<file path="src/rtl/mem_arbiter.sv">
// Shared data-memory arbiter between the CPU MEM stage and a DMA engine.
// CPU has priority; a DMA request starved for STARVE_LIMIT cycles gets one forced grant.
module mem_arbiter #(
    parameter int unsigned STARVE_LIMIT = 8
) (
    input  logic        clk,
    input  logic        reset,
    input  logic        i_cpu_mem_read,
    input  logic        i_cpu_mem_write,
    input  logic [31:0] i_cpu_address,
    input  logic [31:0] i_cpu_write_data,
    output logic [31:0] o_cpu_read_data,
    output logic        o_cpu_stall,
    input  logic        i_dma_valid,
    input  logic        i_dma_write,
    input  logic [31:0] i_dma_address,
    input  logic [31:0] i_dma_write_data,
    output logic        o_dma_ready,
    output logic        o_dma_rvalid,
    output logic [31:0] o_dma_read_data,
    output logic        o_mem_read,
    output logic        o_mem_write,
    output logic [31:0] o_mem_address,
    output logic [31:0] o_mem_write_data,
    input  logic [31:0] i_mem_read_data
);

    typedef enum logic {S_NORMAL, S_FORCE} state_t;

    localparam logic [3:0] WAIT_MAX   = 4'hF;
    localparam logic [3:0] WAIT_FORCE = 4'(STARVE_LIMIT - 1);

    state_t     state;
    state_t     next_state;
    state_t     eff_state;
    logic [3:0] wait_count;
    logic       cpu_req;
    logic       cpu_grant;
    logic       dma_grant;

    assign cpu_req = i_cpu_mem_read | i_cpu_mem_write;

    // While reset is held the grant logic already behaves as in the reset state.
    assign eff_state = reset ? S_NORMAL : state;

    always_ff @(posedge clk) begin
        if (reset)
            state <= S_NORMAL;
        else
            state <= next_state;
    end

    always_comb begin
        next_state = S_NORMAL;
        if (eff_state == S_NORMAL && i_dma_valid && !dma_grant && wait_count >= WAIT_FORCE)
            next_state = S_FORCE;
    end

    always_comb begin
        cpu_grant   = 1'b0;
        dma_grant   = 1'b0;
        o_cpu_stall = 1'b0;
        if (eff_state == S_FORCE) begin
            dma_grant   = i_dma_valid;
            cpu_grant   = cpu_req & ~i_dma_valid;
            o_cpu_stall = cpu_req & i_dma_valid;
        end else begin
            cpu_grant = cpu_req;
            dma_grant = i_dma_valid & ~cpu_req;
        end
    end

    assign o_dma_ready = dma_grant;

    // Single memory port: a store wins over a simultaneous load strobe from the CPU.
    always_comb begin
        o_mem_read       = 1'b0;
        o_mem_write      = 1'b0;
        o_mem_address    = '0;
        o_mem_write_data = '0;
        o_cpu_read_data  = '0;
        if (dma_grant) begin
            o_mem_read       = ~i_dma_write;
            o_mem_write      = i_dma_write;
            o_mem_address    = i_dma_address;
            o_mem_write_data = i_dma_write_data;
        end else if (cpu_grant) begin
            o_mem_read       = i_cpu_mem_read & ~i_cpu_mem_write;
            o_mem_write      = i_cpu_mem_write;
            o_mem_address    = i_cpu_address;
            o_mem_write_data = i_cpu_write_data;
            o_cpu_read_data  = i_mem_read_data;
        end
    end

    always_ff @(posedge clk) begin
        if (reset)
            wait_count <= '0;
        else if (!i_dma_valid || dma_grant)
            wait_count <= '0;
        else if (wait_count != WAIT_MAX)
            wait_count <= wait_count + 4'd1;
    end

    always_ff @(posedge clk) begin
        if (reset) begin
            o_dma_rvalid    <= 1'b0;
            o_dma_read_data <= '0;
        end else begin
            o_dma_rvalid <= dma_grant & ~i_dma_write;
            if (dma_grant && !i_dma_write)
                o_dma_read_data <= i_mem_read_data;
        end
    end

endmodule

</file>
<file path="config.mk">
export PLATFORM = sky130hd
export DESIGN_NAME = mem_arbiter
export DESIGN_NICKNAME = d
export VERILOG_FILES = /design/src/rtl/mem_arbiter.sv
export SDC_FILE = /design/constraint.sdc
export NUM_CORES = 1
export LEC_CHECK = 0
export BUFFER_PORTS_ARGS = -buffer_cell sky130_fd_sc_hd__buf_2
export CORE_AREA = 2 2 118 120
export CTS_CLUSTER_SIZE = 28
export DETAILED_ROUTE_END_ITERATION = 8
export DIE_AREA = 0 0 120 122
export GPL_TIMING_DRIVEN = 0
export PLACE_DENSITY = 0.63
export SLEW_MARGIN = 20
export SYNTH_ARGS = -nofsm -noshare
export SYNTH_HDL_FRONTEND = slang
export SYNTH_SLANG_ARGS = --single-unit
</file>
<file path="constraint.sdc">
create_clock -name clk -period 1.6 [get_ports clk]
set_input_delay 0.32 -clock clk [delete_from_list [all_inputs] [get_ports clk]]
set_output_delay 0.32 -clock clk [all_outputs]
set_load 0.005 [all_outputs]
</file>
==> summary.txt <==
Layout
  • Layout net count: 780
  • # fillers: roughly 1400
  • Layout Cells excl Fill: 794
  • Register area: about 760 um^2
  • Multi-input logic area: between 0.0015 and 0.002 mm^2
  • Fin area: approximately 0.0050 mm^2
  • Fin util: 36.87%
  • Area Overhead vs Synth: 85.93%
  • ANT cells: 0
  • Share of cells above drive strength 1: around three fifths

Routing
  • Drt pass-1 iters: 4
  • Vias per inst: approximately 4.4
  • Antenna viol nets, final: 0
  • Residual DRC count: 0
  • Post-DR wirelength/cell: around 18 um
  • WL final: 14.23 mm
  • Via count: around 3500
  • Iter 0 DRT Violations: 143

STA
  • Final period utilization: 120.0%
  • Pins Over Slew Limit: 0
  • RSZ-0062 raised after global routing: true
  • Worst setup margin: -0.3194 ns
  • Tmin final: roughly 1.9 ns
  • Fin Hold WS: around 0.3 ns
  • # setup viols final: 99
  • Fmax achieved: ~0.52 GHz
  • Clk_skew: ~0.0043 ns
  • Max_slew headroom: 62.98%
  • Hold Vio Cnt, Final: 0
  • Worst-Margin Slew: about 0.56 ns

Synthesis
  • Ys async rst share: 0%
  • Count leader, synth: nand2b_1
  • Leading area contributor after synthesis: dfxtp_1
  • Top-area cell type share of the netlist area: about 28%
  • EDFF count, synth: 0
  • Syn Nets: 458
  • Most frequent cells after synthesis: 65 x nand2b_1, 64 x a22o_1, 38 x dfxtp_1
  • Mapped Cells: around 290
  • Synthesis-stage register bit count: 38
  • Synth warn: 0
  • Mean post-synth cell area: between 9 and 10 um^2
  • Top_reg_cell synth: dfxtp_1
  • Yosys cell types: 28
  • Mapped Area: 0.002678 mm^2
  • Largest cells by area after synthesis: dfxtp_1 28%, a22o_1 21%, nand2b_1 15%
  • Post-synthesis sequential area ratio: 28.41%

Power
  • Pleak: 2.639 nW
  • Pwr dens: approximately 600 mW/mm^2
  • Peak supply drop: between 400 and 500 uV

Global routing
  • Grt met2 use: between 20 and 30%
  • First-pass GRT wire length: between 15 and 20 mm
  • Met3 usage: under 10%
  • Antenna violations before repair: 1
  • GRT overflow: 0
  • Largest net degree at the start of global routing: 12
  • Total Routing Usage GR: around 18%
  • Met1 Resource Use GR: approximately 22%
  • Gr busiest metal: met2
  • Number of global-route vias before repair: ~3200

Worst setup path
  • Crit path capture type: primary output
  • Type of origin of the critical path: flip-flop
  • R2r worst-path depth: 4
  • FF-to-FF Start: state
  • WS Path Type: flip-flop to primary output
  • Reg2Reg Capture Point: o_dma_read_data[27]
  • Max Fanout on Critical Path: 10
  • Worst Path Arrival: between 1.5 and 2 ns
  • R2r setup slk: 0.26 ns
  • Worst EP required: approximately 1.3 ns

Floorplanning
  • Die Height: around 120 um
  • Initial core utilization: 19.83%
  • Core region area: approximately 0.014 mm^2
  • I/O pin count: approximately 300
  • Die X: 120 um
  • Total die area: around 0.015 mm^2
  • Row count: 43

Run status
  • Status: complete, but fails checks
  • Failing checks: setup timing

Placed design
  • Placed Area: 0.004394 mm^2
  • Inst Count DP: approximately 770
  • GPL Wtd Cong: 0.8480
  • Port Buffers: slightly below 300
  • DP HPWL: 11.43 mm

Worst hold path
  • Hold path cells: 3
  • Hold Crit Start: i_mem_read_data[22]
  • Hold worst-path end: o_dma_read_data[22]
  • Worst min path class: input port to flip-flop

Clock network
  • Clk sinks: 38
  • CTS Buffer Depth: 2
  • H-tree levels: 2
  • Cts hold-fix bufs: 0
  • Total CTS buffers: 5
  • Clk Latency, worst-skew pair: 0.28 ns
  • Clock transition at path regs: about 0.06 ns
  • TritonCTS clock tree: built
  • Root Driver: clkbuf_16

Job
  • Max_cap viols: 0
-- cells in the final DEF (no fill, tap or decap), types with 2 or more instances in the layout --
cell | Yosys | layout
clkbuf_8 | 0 | 3
mux2i_1 | 33 | 33
nand2b_1 | 65 | 65
buf_2 | 3 | 282
a22o_1 | 64 | 64
and2_4 | 0 | 14
buf_8 | 0 | 3
nor2_1 | 9 | 8
a21oi_1 | 2 | 2
a21oi_4 | 2 | 2
nand2_1 | 3 | 2
nand3_1 | 3 | 3
clkbuf_16 | 0 | 8
buf_4 | 3 | 13
dfxtp_1 | 38 | 37
buf_12 | 3 | 3
buf_6 | 6 | 28
clkbuf_1 | 12 | 8
and2_1 | 32 | 18
-- how the worst max path moves through the flow --
stage | from | end | slack, ns | depth (start not counted)
floorplan | state | o_mem_address[0] | 0.13 | 5
global placement | reset | o_cpu_read_data[15] | -0.41 | 6
detailed placement | reset | o_cpu_read_data[15] | -0.43 | 6
CTS | state | o_mem_address[26] | -0.31 | 7
global route | state | o_cpu_read_data[2] | -0.40 | 7
finish | state | o_cpu_read_data[2] | -0.32 | 7
-- logic make-up after synthesis --
kind of cell | Yosys count | share of synthesized area [%]
and+or+nand+nor | 117 | 26.31
xor gates and xnor gates | 1 | 0.3272
DFF | 38 | 28.41
adders and majority gates | 1 | 0.4672
buffers and inverters | 28 | 7.990
AOI/OAI and AO/OA | 73 | 24.16
muxes | 33 | 12.34
-- layout make-up --
class	count	area share [%]
clock buffers	7	2.865
multi-input cells	225	35.23
clock inverters	1	0.1005
flip-flops and latches	38	15.31
plain buffers	27	6.384
repair buffers	315	35.51
well taps	180	4.524
inverters	1	0.07540
-- metrics by stage --
stage / setup slack [ns] / power (mW) / setup TNS (ns)
2_1_floorplan: 0.1299 / 1.356 / 0
3_3_place_gp: -0.4131 / 1.869 / -28.86
3_5_place_dp: -0.4268 / 1.869 / -29.30
4_1_cts: -0.3130 / 2.971 / -27.27
5_1_grt: -0.3954 / 3.133 / -34.61
6_report: -0.3194 / 2.985 / -27.02
-- what timing repair did --
item | CTS | global route
buffers inserted | 9 | 3
setup endpoints to repair | 100 | 100
pin swaps | 3 | 10
cloned | 5 | 1
resized for setup | 42 | 33
-- worst max-delay path, cell delays in order, from the launching register on --
cell and delay [ns]:
dfxtp_2 0.35, nor2b_4 0.18, a21oi_4 0.10, buf_6 0.15
buf_6 0.12, clkbuf_16 0.15, and2_1 0.15, buf_2 0.12
-- per-layer routing --
metal	share of wire [%]	vias to the layer above
li1	-	1679
met1	42	1586
met2	47	191
met3	7.5	29
met4	3.8	0
met5	0	-
-- registers in the layout, indices dropped and copies added (netlist names) --
| signal | count |
|---|---|
| o_dma_rvalid | 1 |
| state | 1 |
| o_dma_read_data | 32 |
| wait_count | 4 |
-- power by group --
| group | leakage [nW] | switching, mW | total (mW) | internal [mW] |
|---|---|---|---|---|
| combinational | 2.26 | 0.422 | 1.00 | 0.582 |
| sequential | 0.308 | 0.0112 | 0.978 | 0.967 |
| clock | 0.0739 | 0.384 | 1.00 | 0.618 |
Power figures use the tool's default switching activity.
